### config.mk
export PLATFORM = sky130hd
export DESIGN_NAME = oled_mode_ctrl
export DESIGN_NICKNAME = d
export VERILOG_FILES = /design/src/rtl/oled_mode_pkg.sv /design/src/rtl/oled_mode_ctrl_sw_debounce.sv /design/src/rtl/oled_mode_ctrl.sv
export SDC_FILE = /design/constraint.sdc
export NUM_CORES = 1
export LEC_CHECK = 0
export ABC_AREA = 0
export BUFFER_PORTS_ARGS = -buffer_cell sky130_fd_sc_hd__buf_2
export CAP_MARGIN = 0
export CORE_ASPECT_RATIO = 1.25
export CORE_MARGIN = 8
export CORE_UTILIZATION = 35
export CTS_CLUSTER_SIZE = 10
export DETAILED_ROUTE_END_ITERATION = 8
export PLACE_DENSITY = 0.6
export SLEW_MARGIN = 0
export SYNTH_ARGS = -nofsm -noshare
export SYNTH_HDL_FRONTEND = slang
export SYNTH_SLANG_ARGS = --single-unit
### constraint.sdc
create_clock -name clock -period 2 [get_ports clock]
set_input_delay 0 -clock clock [delete_from_list [all_inputs] [get_ports clock]]
set_output_delay 0 -clock clock [all_outputs]
set_load 0.05 [all_outputs]
### src/rtl/oled_mode_pkg.sv
// Shared constants for the OLED display-mode controller: mux select codes,
// frame geometry default, FSM state encoding and the switch priority resolver.
package oled_mode_pkg;

  localparam logic [1:0] MODE_BAR   = 2'd0;
  localparam logic [1:0] MODE_THIN  = 2'd1;
  localparam logic [1:0] MODE_THICK = 2'd2;
  localparam logic [1:0] MODE_OFF   = 2'd3;

  localparam int NUM_PIXELS_DEFAULT = 6144;
  localparam int IDX_W              = 13;

  typedef enum logic [1:0] {
    ST_IDLE     = 2'd0,
    ST_WAIT_SOF = 2'd1,
    ST_BLANK    = 2'd2
  } state_t;

  // Thin border wins over thick, thick over off; nothing set means colour bar.
  function automatic logic [1:0] resolve_mode(input logic thin, input logic thick,
                                              input logic off);
    if (thin)       return MODE_THIN;
    else if (thick) return MODE_THICK;
    else if (off)   return MODE_OFF;
    else            return MODE_BAR;
  endfunction

endpackage

### src/rtl/oled_mode_ctrl_sw_debounce.sv
// One board switch: two-flop synchroniser followed by a run-length debouncer
// that accepts a new level only after DEBOUNCE_CYCLES unbroken cycles.
module sw_debounce #(
  parameter int DEBOUNCE_CYCLES = 65536
) (
  input  logic clock,
  input  logic resetn,
  input  logic sw_raw,
  output logic sw_level
);

  localparam int                CNT_W    = $clog2(DEBOUNCE_CYCLES) + 1;
  localparam logic [CNT_W-1:0]  CNT_LAST = CNT_W'(DEBOUNCE_CYCLES - 1);

  logic             sync_p0;
  logic             sync_p1;
  logic [CNT_W-1:0] cnt;

  always_ff @(posedge clock or negedge resetn) begin
    if (!resetn) begin
      sync_p0  <= 1'b0;
      sync_p1  <= 1'b0;
      cnt      <= '0;
      sw_level <= 1'b0;
    end else begin
      sync_p0 <= sw_raw;
      sync_p1 <= sync_p0;
      // A single cycle back at the accepted level restarts the run.
      if (sync_p1 == sw_level) begin
        cnt <= '0;
      end else if (cnt == CNT_LAST) begin
        sw_level <= sync_p1;
        cnt      <= '0;
      end else begin
        cnt <= cnt + 1'b1;
      end
    end
  end

endmodule

### src/rtl/oled_mode_ctrl.sv
// Frame-synchronous OLED pixel-source selector: debounced switch priority,
// mode changes deferred to start of frame with optional whole-frame blanking.
module oled_mode_ctrl
  import oled_mode_pkg::*;
#(
  parameter int DEBOUNCE_CYCLES = 65536,
  parameter int BLANK_FRAMES    = 2,
  parameter int NUM_PIXELS      = NUM_PIXELS_DEFAULT
) (
  input  logic             clock,
  input  logic             resetn,
  input  logic             sw_thin,
  input  logic             sw_thick,
  input  logic             sw_off,
  input  logic [IDX_W-1:0] pixel_index,
  output logic [1:0]       mode,
  output logic             blank,
  output logic             mode_changed,
  output logic             busy
);

  localparam int               FC_W     = $clog2(BLANK_FRAMES + 2);
  localparam logic [FC_W-1:0]  FC_LOAD  = FC_W'(BLANK_FRAMES);
  localparam logic [FC_W-1:0]  FC_LAST  = FC_W'(1);
  localparam logic [IDX_W-1:0] LAST_IDX = IDX_W'(NUM_PIXELS - 1);

  logic             db_thin;
  logic             db_thick;
  logic             db_off;
  logic [1:0]       target;
  logic [IDX_W-1:0] prev_idx;
  logic             sof;
  state_t           state;
  logic [1:0]       pending;
  logic [FC_W-1:0]  frame_cnt;

  sw_debounce #(.DEBOUNCE_CYCLES(DEBOUNCE_CYCLES)) u_db_thin (
    .clock(clock), .resetn(resetn), .sw_raw(sw_thin), .sw_level(db_thin)
  );

  sw_debounce #(.DEBOUNCE_CYCLES(DEBOUNCE_CYCLES)) u_db_thick (
    .clock(clock), .resetn(resetn), .sw_raw(sw_thick), .sw_level(db_thick)
  );

  sw_debounce #(.DEBOUNCE_CYCLES(DEBOUNCE_CYCLES)) u_db_off (
    .clock(clock), .resetn(resetn), .sw_raw(sw_off), .sw_level(db_off)
  );

  assign target = resolve_mode(db_thin, db_thick, db_off);

  always_ff @(posedge clock or negedge resetn) begin
    if (!resetn) prev_idx <= '0;
    else         prev_idx <= pixel_index;
  end

  // Only a genuine wrap from an in-frame index counts; a stalled zero does not.
  assign sof  = (pixel_index == '0) && (prev_idx != '0) && (prev_idx <= LAST_IDX);
  assign busy = (state != ST_IDLE);

  always_ff @(posedge clock or negedge resetn) begin
    if (!resetn) begin
      state        <= ST_IDLE;
      pending      <= MODE_BAR;
      frame_cnt    <= '0;
      mode         <= MODE_BAR;
      blank        <= 1'b0;
      mode_changed <= 1'b0;
    end else begin
      mode_changed <= 1'b0;
      unique case (state)
        ST_IDLE: begin
          if (target != mode) begin
            pending <= target;
            state   <= ST_WAIT_SOF;
          end
        end
        ST_WAIT_SOF: begin
          pending <= target;
          if (sof) begin
            if (BLANK_FRAMES == 0) begin
              mode         <= pending;
              mode_changed <= (pending != mode);
              state        <= ST_IDLE;
            end else begin
              blank     <= 1'b1;
              frame_cnt <= FC_LOAD;
              state     <= ST_BLANK;
            end
          end
        end
        ST_BLANK: begin
          pending <= target;
          // A target that reverted to the current mode still runs to completion.
          if (sof) begin
            frame_cnt <= frame_cnt - 1'b1;
            if (frame_cnt == FC_LAST) begin
              mode         <= pending;
              mode_changed <= (pending != mode);
              blank        <= 1'b0;
              state        <= ST_IDLE;
            end
          end
        end
        default: state <= ST_IDLE;
      endcase
    end
  end

endmodule

==> impl_metrics.csv <==
group,metric,value,unit
timing,finalMaxSlewViolations,0,
detailed_routing,ant_nets,0,
die,die_h,129,um
global_route,track_usage,10.3,%
die,initial_utilization,35.7,%
finish,drive_gt1_share,15.4,%
timing,worst_pin_slew,0.552,ns
worst_setup_path,start_kind,"register",
worst_setup_path,crit_buf_inv,0,
outcome,outcome,"finished clean",
detailed_routing,avgViaCountPerCell,4.68,
yosys,synthesis.instances,324,
finish,nets,404,
pwr,leakage,2.03,nW
detailed_routing,drtPass1Iterations,4,
timing,slew_headroom,63.2,%
timing,max_freq,0.516,GHz
worst_setup_path,cp_top_family,"simple AND/OR/NAND/NOR gates",
yosys,syn_avg_cell_area,11.1,um^2
pwr,power.density,795,nW/um^2
detailed_routing,vias,2394,
worst_setup_path,r2r-end,"state[0]",
detailed_routing,route.detailed.drc,0,
global_route,grt_pass1_vias,2509,
worst_setup_path,critPathMaxStageDelay,0.50,ns
yosys,yosys_warnings,0,
yosys,synth_fp_nets,350,
worst_setup_path,path_max_fanout,7,
detailed_routing,finalWirelength,6.51,mm
worst_setup_path,r2r_cells,5,
detailed_routing,drtIter0Drc,64,
yosys,ys_seq_elements,83,
worst_setup_path,criticalPathCategory,"register to register",
worst_hold_path,hold_class,"input port to async pin",
run,maxCapViolCount,0,
yosys,synth_top_area_share,57.8,%
yosys,synth_area_leaders,"dfrtp_1, xor2_1, nor2_1, xnor2_1, ha_1",
global_route,antenna_found_initial,0,
clock_tree,clockBufferDepth,2,
die,rows,41,
die,core_area,10100,um^2
worst_setup_path,endpoint_kind,"register",
die,die_w,107,um
yosys,synth_area,3590,um^2
placement,port_buffers,22,
yosys,yosys.area.top_type,"dfrtp_1",
timing,finClkSkew,0.00746,ns
timing,fin_tns_setup,0,ns
clock_tree,clockRootBuffer,"clkbuf_16",
worst_setup_path,cp.required,2.21,ns
worst_setup_path,crit_chain,"and4b_1 > or4_4 > a32oi_2 > o21ai_2 > mux2_4",
clock_tree,cts.sinks,83,
timing,holdWs,0.182,ns
die,die_area,13800,um^2
global_route,overflow,0,
timing,setup_viol,0,
placement,dpl.hpwl,4.42,mm
finish,nFillCells,945,
clock_tree,clk_pin_slew,0.06,ns
clock_tree,cts.htree.levels,3,
clock_tree,insertion_delay,0.33,ns
timing,hold_viol,0,
pwr,vdd_drop_max,0.410,mV
placement,gp_congestion,0.783,
worst_setup_path,timing.reg2reg.setup_slack,0.06,ns
worst_setup_path,critical_path_arrival,2.15,ns
yosys,yosysSeqAreaShare,57.8,%
global_route,grt_max_degree,46,
timing,fin_crit,1.94,ns
pwr,total_power,3.50,mW
clock_tree,tritoncts,"done",
worst_setup_path,reg2reg_from,"mode[1]",
finish,synthToLayoutAreaGrowth,22.7,%
worst_setup_path,cp_slowest_cell,"or4_4",
yosys,ys_types,41,
timing,rsz0062_at_grt,"no",
finish,num_antenna_cells,0,
global_route,grt_first_pass_wirelength,11.4,mm
timing,period_share,96.9,%
clock_tree,cts_buffers,9,
die,ios,23,
detailed_routing,wl_per_cell,12.7,um
==> cells by family after synthesis <==
kind of cell / after synthesis / synth area share (%)
simple gates: 142 / 20.1
compound gates: 20 / 3.69
fa+ha+maj: 8 / 2.79
mux: 7 / 2.26
flops: 83 / 57.8
buf+inv: 18 / 2.12
xor+xnor: 46 / 11.2
==> cell usage in the layout, fill, tap and decap left out, types with 4 or more instances in the layout <==
master and n:
and4_1 9, ha_1 8, nand2_1 14, inv_1 11
and3_1 11, a21oi_1 7, dfrtp_1 81, nand3_1 20
nor2_1 55, mux2_2 4, clkbuf_16 9, xor2_1 32
buf_4 10, dlygate4sd3_1 17, buf_2 21, nor4_1 6
and2_1 6, xnor2_1 14, nand4_1 9, o21ai_0 4
==> synth_stat cells (all sizes together) <==
| cell | count |
|---|---|
| a211oi | 1 |
| a21boi | 1 |
| a21oi | 7 |
| a2bb2oi | 1 |
| a311oi | 1 |
| a31oi | 1 |
| a32oi | 1 |
| and2 | 6 |
| and3 | 11 |
| and3b | 1 |
| and4 | 9 |
| and4b | 1 |
| buf | 4 |
| clkbuf | 3 |
| dfrtp | 83 |
| ha | 8 |
| inv | 11 |
| mux2 | 6 |
| mux2i | 1 |
| nand2 | 14 |
| nand2b | 1 |
| nand3 | 20 |
| nand4 | 9 |
| nor2 | 55 |
| nor2b | 1 |
| nor3 | 3 |
| nor3b | 1 |
| nor4 | 6 |
| o21ai | 6 |
| o22a | 1 |
| or2 | 2 |
| or3 | 1 |
| or4 | 1 |
| xnor2 | 14 |
| xor2 | 32 |
==> worst reg2reg max path: stages, from the launching register on <==
cell and delay, ns:
dfrtp_2 0.44, and4b_1 0.20, or4_4 0.50, a32oi_2 0.29
o21ai_2 0.10, mux2_4 0.30
==> layout make-up <==
cell class	count	area (um^2)	area share, %
Multi-Input combinational cell	223	1440	32.7
Clock buffer	11	243	5.51
Clock inverter	5	53.8	1.22
Tap cell	129	161	3.66
Inverter	11	41.3	0.936
Sequential cell	83	2080	47.2
Timing Repair Buffer	50	390	8.85
==> repair_timing <==
action / 4_1_cts / 5_1_grt
buffers inserted: 0 / 0
endpoints found under the hold margin: 58 / 0
resized for setup: 0 / 0
hold buffers: 17 / 0
==> registers in the layout (all words and copies together) (netlist names) <==
name and count:
u_db_off.cnt 17, u_db_thick.cnt 17, u_db_thin.cnt 17, prev_idx 13
frame_cnt 2, mode 2, pending 2, state 2
blank 1, mode_changed 1, u_db_off.sw_level 1, u_db_off.sync_p0 1
u_db_off.sync_p1 1, u_db_thick.sw_level 1, u_db_thick.sync_p0 1, u_db_thick.sync_p1 1
u_db_thin.sw_level 1, u_db_thin.sync_p0 1, u_db_thin.sync_p1 1
==> layer usage <==
metal  track usage, %  wire length, um  part of all wire [%]  vias to the layer above
met5                0                0                     0                        -
met4             7.14              187                   2.9                        0
met3             1.44              114                   1.8                       12
met2             17.3             3240                    50                       25
met1             12.0             2970                    46                     1157
li1                 -                -                     -                     1200
==> stage by stage <==
step	cell area (um^2)	setup slack (ns)	std cells	utilization, %
3_3_place_gp	3940	0.130	479	39.2
6_report	4410	0.0612	512	43.9
2_1_floorplan	3600	0.0240	324	-
4_1_cts	4410	0.0722	512	43.9
3_5_place_dp	3940	0.0852	479	39.2
5_1_grt	4410	0.0350	512	43.9
==> power breakdown <==
group | leakage [nW] | switching, mW | internal [mW] | total, mW
Clock | 0.149 | 0.625 | 0.996 | 1.62
Combinational | 0.778 | 0.0779 | 0.0660 | 0.144
Sequential | 1.10 | 0.0243 | 1.71 | 1.74
Total | 2.03 | 0.727 | 2.78 | 3.50
==> worst max-delay path by stage <==
| stage | endpoint | slack (ns) | from | depth (start not counted) |
|---|---|---|---|---|
| 3_3_place_gp | state[0] | 0.13 | mode[1] | 5 |
| 3_5_place_dp | state[0] | 0.09 | mode[1] | 5 |
| 6_report | state[0] | 0.06 | mode[1] | 5 |
| 2_1_floorplan | state[0] | 0.02 | mode[1] | 5 |
| 5_1_grt | state[0] | 0.03 | mode[1] | 5 |
| 4_1_cts | state[0] | 0.07 | mode[1] | 5 |
No activity file was read; power rests on OpenSTA's default activity.
